`src/rtl/fetch_pkg.sv`:
```
// Shared definitions for the instruction fetch unit.
//   fetch_state_t : fetch control state (FS_RUN issues, FS_DRAIN discards stale responses)
//   cnt_width()   : width of a counter that can hold 0..depth inclusive
//   CNT_W         : counter width for the default prefetch depth
package fetch_pkg;

    typedef enum logic [0:0] {
        FS_RUN   = 1'b0,
        FS_DRAIN = 1'b1
    } fetch_state_t;

    function automatic int unsigned cnt_width(input int unsigned depth);
        return $clog2(depth) + 1;
    endfunction

    localparam int unsigned DEF_DEPTH = 4;
    localparam int unsigned CNT_W     = cnt_width(DEF_DEPTH);

endpackage

```
`src/rtl/fetch_fifo.sv`:
```
// Synchronous FIFO with synchronous clear.
//   clk, rst_n : clock, async active-low reset (storage and pointers zeroed)
//   push, din  : write din when not full
//   pop        : drop head entry when not empty
//   clear      : empty the FIFO at the next edge (overrides push/pop)
//   dout       : head entry (registered storage, valid when !empty)
//   full, empty, count : occupancy status
module fetch_fifo
    import fetch_pkg::*;
#(
    parameter int unsigned W     = 32,
    parameter int unsigned DEPTH = 4
) (
    input  logic                   clk,
    input  logic                   rst_n,
    input  logic                   push,
    input  logic                   pop,
    input  logic                   clear,
    input  logic [W-1:0]           din,
    output logic [W-1:0]           dout,
    output logic                   full,
    output logic                   empty,
    output logic [$clog2(DEPTH):0] count
);

    localparam int unsigned AW = $clog2(DEPTH);
    localparam int unsigned CW = cnt_width(DEPTH);

    logic [W-1:0]  mem [DEPTH];
    logic [AW-1:0] wr_ptr;
    logic [AW-1:0] rd_ptr;
    logic          do_push;
    logic          do_pop;

    assign full    = (count == CW'(DEPTH));
    assign empty   = (count == '0);
    assign do_push = push && !full;
    assign do_pop  = pop && !empty;
    assign dout    = mem[rd_ptr];

    // Pointers wrap naturally because DEPTH is a power of two.
    always_ff @(posedge clk or negedge rst_n) begin
        if (!rst_n) begin
            wr_ptr <= '0;
            rd_ptr <= '0;
            count  <= '0;
            for (int i = 0; i < int'(DEPTH); i++) begin
                mem[i] <= '0;
            end
        end else if (clear) begin
            wr_ptr <= '0;
            rd_ptr <= '0;
            count  <= '0;
        end else begin
            if (do_push) begin
                mem[wr_ptr] <= din;
                wr_ptr      <= wr_ptr + AW'(1);
            end
            if (do_pop) begin
                rd_ptr <= rd_ptr + AW'(1);
            end
            count <= count + CW'(do_push) - CW'(do_pop);
        end
    end

endmodule

```
`src/rtl/instr_fetch_unit.sv`:
```
// Instruction fetch unit: issues PC addresses to instruction memory, buffers
// in-order responses with their PC, and hands {instr, pc} to decode. A flush
// empties the buffers and discards responses still in flight.
//   clk, rst_n                     : clock, async active-low reset
//   pc_in, pc_valid, pc_ready      : fetch address stream from PC
//   flush                          : redirect, kills buffered and in-flight fetches
//   imem_req_valid/ready/addr      : request channel to instruction memory
//   imem_rsp_valid, imem_rsp_data  : in-order response channel
//   instr_valid/ready, instr_out, instr_pc : instruction channel to decode
module instr_fetch_unit
    import fetch_pkg::*;
#(
    parameter int unsigned N     = 32,
    parameter int unsigned IW    = 32,
    parameter int unsigned DEPTH = 4
) (
    input  logic          clk,
    input  logic          rst_n,
    input  logic [N-1:0]  pc_in,
    input  logic          pc_valid,
    output logic          pc_ready,
    input  logic          flush,
    output logic          imem_req_valid,
    input  logic          imem_req_ready,
    output logic [N-1:0]  imem_req_addr,
    input  logic          imem_rsp_valid,
    input  logic [IW-1:0] imem_rsp_data,
    output logic          instr_valid,
    input  logic          instr_ready,
    output logic [IW-1:0] instr_out,
    output logic [N-1:0]  instr_pc
);

    localparam int unsigned CW = cnt_width(DEPTH);
    localparam int unsigned BW = IW + N;

    fetch_state_t  state;
    logic [CW-1:0] outstanding;
    logic [CW-1:0] drop_cnt;
    logic [CW-1:0] out_after_rsp;
    logic [CW-1:0] in_use;
    logic [CW-1:0] tag_count;
    logic [CW-1:0] buf_count;
    logic [N-1:0]  tag_head;
    logic [BW-1:0] buf_head;
    logic          tag_full;
    logic          tag_empty;
    logic          buf_full;
    logic          buf_empty;
    logic          issue_ok;
    logic          req_hs;
    logic          rsp_ok;
    logic          rsp_run;
    logic          dec_hs;

    // Credit: every slot is either buffered or reserved by an in-flight request.
    assign in_use   = buf_count + outstanding;
    assign issue_ok = rst_n && (state == FS_RUN) && !flush &&
                      (in_use < CW'(DEPTH)) && !tag_full && !buf_full;

    assign imem_req_valid = pc_valid && issue_ok;
    assign pc_ready       = imem_req_ready && issue_ok;
    assign imem_req_addr  = pc_in;
    assign req_hs         = imem_req_valid && imem_req_ready;

    // A response with nothing outstanding is ignored so counters never underflow.
    assign rsp_ok        = imem_rsp_valid && (outstanding != '0);
    assign rsp_run       = rsp_ok && (state == FS_RUN) && !tag_empty;
    assign out_after_rsp = outstanding - CW'(rsp_ok);

    assign instr_valid            = !buf_empty;
    assign dec_hs                 = instr_valid && instr_ready;
    assign {instr_out, instr_pc}  = buf_head;

    // PC tags of requests in flight, oldest first.
    fetch_fifo #(.W(N), .DEPTH(DEPTH)) u_tag_fifo (
        .clk   (clk),
        .rst_n (rst_n),
        .push  (req_hs),
        .pop   (rsp_run),
        .clear (flush),
        .din   (pc_in),
        .dout  (tag_head),
        .full  (tag_full),
        .empty (tag_empty),
        .count (tag_count)
    );

    // Prefetch buffer of {instr, pc}; flush wins over a same-cycle response.
    fetch_fifo #(.W(BW), .DEPTH(DEPTH)) u_prefetch_buf (
        .clk   (clk),
        .rst_n (rst_n),
        .push  (rsp_run && !flush),
        .pop   (dec_hs),
        .clear (flush),
        .din   ({imem_rsp_data, tag_head}),
        .dout  (buf_head),
        .full  (buf_full),
        .empty (buf_empty),
        .count (buf_count)
    );

    // Control FSM with outstanding and stale-response counters.
    always_ff @(posedge clk or negedge rst_n) begin
        if (!rst_n) begin
            state       <= FS_RUN;
            outstanding <= '0;
            drop_cnt    <= '0;
        end else begin
            case (state)
                FS_RUN: begin
                    if (flush) begin
                        // Everything still in flight after this cycle is stale.
                        outstanding <= out_after_rsp;
                        drop_cnt    <= out_after_rsp;
                        state       <= (out_after_rsp == '0) ? FS_RUN : FS_DRAIN;
                    end else begin
                        outstanding <= outstanding + CW'(req_hs) - CW'(rsp_ok);
                    end
                end
                FS_DRAIN: begin
                    if (rsp_ok) begin
                        outstanding <= out_after_rsp;
                        if (drop_cnt != '0) begin
                            drop_cnt <= drop_cnt - CW'(1);
                        end
                        if (drop_cnt <= CW'(1)) begin
                            state <= FS_RUN;
                        end
                    end
                end
                default: state <= FS_RUN;
            endcase
        end
    end

    // Memory must not respond with no request outstanding.
    a_rsp_has_req: assert property (@(posedge clk) disable iff (!rst_n)
        imem_rsp_valid |-> (outstanding != '0));

    // While running, every outstanding request has exactly one tag.
    a_tag_tracks_outstanding: assert property (@(posedge clk) disable iff (!rst_n)
        (state == FS_RUN) |-> (tag_count == outstanding));

endmodule

```
`config.mk`:
```
export PLATFORM = sky130hd
export DESIGN_NAME = instr_fetch_unit
export DESIGN_NICKNAME = d
export VERILOG_FILES = /design/src/rtl/fetch_pkg.sv /design/src/rtl/fetch_fifo.sv /design/src/rtl/instr_fetch_unit.sv
export SDC_FILE = /design/constraint.sdc
export NUM_CORES = 1
export LEC_CHECK = 0
export ABC_AREA = 1
export CELL_PAD_IN_SITES_DETAIL_PLACEMENT = 0
export CELL_PAD_IN_SITES_GLOBAL_PLACEMENT = 1
export CORE_MARGIN = 3
export CORE_UTILIZATION = 44
export DETAILED_ROUTE_END_ITERATION = 10
export PLACE_DENSITY_LB_ADDON = 0.1
export SLEW_MARGIN = 10
export SYNTH_ARGS = -nofsm -noshare
export SYNTH_HDL_FRONTEND = slang
export SYNTH_SLANG_ARGS = --single-unit
```
`constraint.sdc`:
```
create_clock -name clk -period 3.15 [get_ports clk]
set_input_delay 0.315 -clock clk [delete_from_list [all_inputs] [get_ports clk]]
set_output_delay 0.315 -clock clk [all_outputs]
set_load 0.02 [all_outputs]
```
==> tab_implementation.tex <==
\begin{tabular}{lr}
\hline
Metric & Value \\
\hline
\multicolumn{2}{l}{\textbf{Timing}} \\
Final hold slack & 0.135 ns \\
Setup Viol. Count Final & 0 \\
Clock tree skew after final layout & 0.0169 ns \\
Fin Setup TNS & 0 ns \\
Relative max-transition margin & 0.396 \\
Min Clock Period, post-route & 2.98 ns \\
Pin slew with the least headroom to its limit & 0.906 ns \\
Achievable Freq & 336 MHz \\
Final slew viol count & 0 \\
Fin. Hold Viols & 0 \\
Final period utilization & 0.944 \\
Setup repair after global routing missed its margin & no \\
\multicolumn{2}{l}{\textbf{Global route}} \\
Aggregate global routing overflow & 0 \\
Wire length of the first global-routing pass & 98,400 µm \\
Number of global-route vias before repair & 17,200 \\
All-Layer GR Usage & 0.247 \\
Initial antenna violation count & 0 \\
Pin count of the biggest net entering global routing & 142 \\
\multicolumn{2}{l}{\textbf{Drt}} \\
1st-pass router iterations & 5 \\
Final routed DRC violation total & 0 \\
Routed length per instance & 18.9 µm \\
Final Routed Wirelength & 61,100 µm \\
Routed via count divided by cell count & 5.40 \\
Via Count & 17,400 \\
Remaining antenna violation count after routing & 0 \\
Drt initial violations & 1,409 \\
\multicolumn{2}{l}{\textbf{Logic synthesis}} \\
Mean cell area of the mapped netlist & 7.94 µm² \\
Net Count, Synth & 2,655 \\
Gate count of the mapped netlist & 2,561 \\
Post-Syn Area & 20,300 µm² \\
Synth async-reset ratio & 1.00 \\
Ys Warns & 0 \\
Synth top area share & 0.498 \\
Number of flops mapped to enable cells by yosys & 0 \\
Most common flop cell mapped by yosys & dfrtp\_1 \\
Biggest area contributors in the synthesized netlist & dfrtp\_1, nand2\_1, o21ai\_0 \\
Unique cell type count in the Yosys netlist & 31 \\
Share of the yosys chip area belonging to registers & 0.498 \\
Area leader, netlist & dfrtp\_1 \\
Number of synthesized register bits & 405 \\
Most frequent cell after synthesis & nand2\_1 \\
Commonest cells in the synthesized netlist & nand2\_1, dfrtp\_1, o21ai\_0, o21ai\_1, inv\_1 \\
\multicolumn{2}{l}{\textbf{Power and ir drop}} \\
Reported leakage power & 12.1 nW \\
Total power per unit cell area & 729 nW/µm² \\
Total power draw & 0.0173 W \\
Largest voltage drop on the vdd net & 0.387 mV \\
\multicolumn{2}{l}{\textbf{Placed design}} \\
Detailed-placement wirelength estimate & 34,600 µm \\
Post-Place Cell Area & 22,200 µm² \\
Buffers added on ports & 169 \\
GPL Wtd Cong & 0.793 \\
\multicolumn{2}{l}{\textbf{Clock network}} \\
Total setup buffers inserted after CTS & 0 \\
Clock Root Buffer & clkbuf\_16 \\
Clk pin slew, worst setup/hold paths & 0.06 ns \\
Clock tree from TritonCTS & built \\
Source-to-sink clock delay at the later pin of the worst-skew pair & 0.58 ns \\
Inserted Clock Buffers & 46 \\
CTS H-Tree Depth & 2 \\
Maximum clock insertion buffer count & 3 \\
CTS resizes & 0 \\
Hold\_buf cts & 1 \\
Number of clock sinks seen by CTS & 405 \\
\multicolumn{2}{l}{\textbf{Floorplanning}} \\
Ports & 170 \\
Horizontal die dimension & 221 µm \\
Effective utilization at floorplan & 0.447 \\
Total die area & 48,900 µm² \\
Number of placement rows & 78 \\
Height of the die & 221 µm \\
Core Region & 45,500 µm² \\
\multicolumn{2}{l}{\textbf{Cells and area}} \\
Post-route cell area & 23,700 µm² \\
\# diodes & 0 \\
Post-layout utilization of the core & 0.521 \\
Area growth from synthesis to layout & 16.4\% \\
Share of final-layout standard cells stronger than drive strength 1 & 0.0540 \\
Final-stage net count & 2,692 \\
\multicolumn{2}{l}{\textbf{Critical path}} \\
Worst setup path category & flop to output pin \\
Required @ worst endpoint & 2.83 ns \\
Launching element type of the critical path & flop \\
Capturing element type of the critical path & output pin \\
Length in cells of the worst reg-to-reg path & 10 \\
Endpoint arrival time on the critical path & 2.66 ns \\
Largest fanout on the critical path & 42 \\
\multicolumn{2}{l}{\textbf{Job}} \\
Number of maximum-capacitance constraint violations & 0 \\
\multicolumn{2}{l}{\textbf{Status}} \\
Result of the run & finished, final reports clean \\
\multicolumn{2}{l}{\textbf{Hold path}} \\
Hold/Removal Path Class & primary input to asynchronous set/reset pin \\
\hline
\end{tabular}
-- per-stage QoR --
| stage | worst slack (ns) | std cells |
|---|---|---|
| finish | 0.175 | 3231 |
| detailed placement | 0.314 | 3149 |
| floorplan | 0.389 | 2561 |
| global route | 0.0582 | 3231 |
| CTS | 0.0950 | 3231 |
| global placement | 0.334 | 3149 |
-- path summary, 6_finish.rpt --
path                                           from                       end  slack (ns)
min in group clk                   imem_rsp_data[2]   u_prefetch_buf.mem[162]        0.38
max                        u_prefetch_buf.rd_ptr[1]               instr_pc[1]        0.17
max reg2reg                 u_prefetch_buf.count[1]      u_tag_fifo.wr_ptr[0]        0.30
min reg2reg                 u_prefetch_buf.mem[121]   u_prefetch_buf.mem[121]        0.47
max in group asynchronous                     rst_n  u_prefetch_buf.rd_ptr[0]        1.12
min                                           rst_n   u_prefetch_buf.mem[133]        0.13
-- critical path: stages, from the launching register on --
cell and delay (ns):
dfrtp_2 0.56, inv_2 0.14, buf_12 0.24, o21ai_0 0.13, o22ai_1 0.30, clkdlybuf4s50_1 0.68
-- kinds of logic after synthesis --
family	count (synthesis)	synth area share
flops	405	0.498
mux	1	0.000492
xor+xnor	6	0.00258
compound gates	730	0.200
simple gates	991	0.194
buf+inv	405	0.0891
fa+ha+maj	23	0.0153
-- cell usage in the layout (no fill, tap or decap), types with 12 or more instances in the layout --
master / synthesis / final
a21oi_1: 102 / 102
buf_4: 63 / 43
clkbuf_1: 105 / 12
clkbuf_16: 0 / 47
clkbuf_8: 0 / 14
clkdlybuf4s50_1: 0 / 168
dfrtp_1: 405 / 403
ha_1: 20 / 20
inv_1: 169 / 162
nand2_1: 699 / 699
nand3_1: 138 / 138
nor2_1: 142 / 141
o21ai_0: 221 / 221
o21ai_1: 210 / 210
o21bai_1: 128 / 128
o22ai_1: 65 / 65
-- state kept, by name, indices dropped and copies added (netlist names) --
signal / count
drop_cnt: 3
outstanding: 3
state: 1
u_prefetch_buf.count: 3
u_prefetch_buf.mem: 256
u_prefetch_buf.rd_ptr: 2
u_prefetch_buf.wr_ptr: 2
u_tag_fifo.count: 3
u_tag_fifo.mem: 128
u_tag_fifo.rd_ptr: 2
u_tag_fifo.wr_ptr: 2
-- final cells by class --
cell class,count,area [µm²]
well taps,600,751
fillers,4389,21800
multi-input cells,1751,8400
inverters,171,643
clock inverters,8,97.6
flip-flops and latches,405,10100
repair buffers,223,2230
clock buffers,73,1410
-- routing by layer --
layer,track usage,routed length [µm],vias up,part of all wire
li1,-,-,8414,-
met1,0.352,28400,8510,0.46
met2,0.405,28900,455,0.47
met3,0.0354,3020,58,0.049
met4,0.0465,811,0,0.013
met5,0,0,-,0
-- report_power, final --
part	switching, W	leakage, nW	total (W)	internal, W
registers	0.000336	5.01	0.00610	0.00576
logic	0.00361	6.34	0.00577	0.00216
clock network	0.00218	0.747	0.00540	0.00322
total	0.00612	12.1	0.0173	0.0111
No activity file was read; power rests on OpenSTA's default activity.
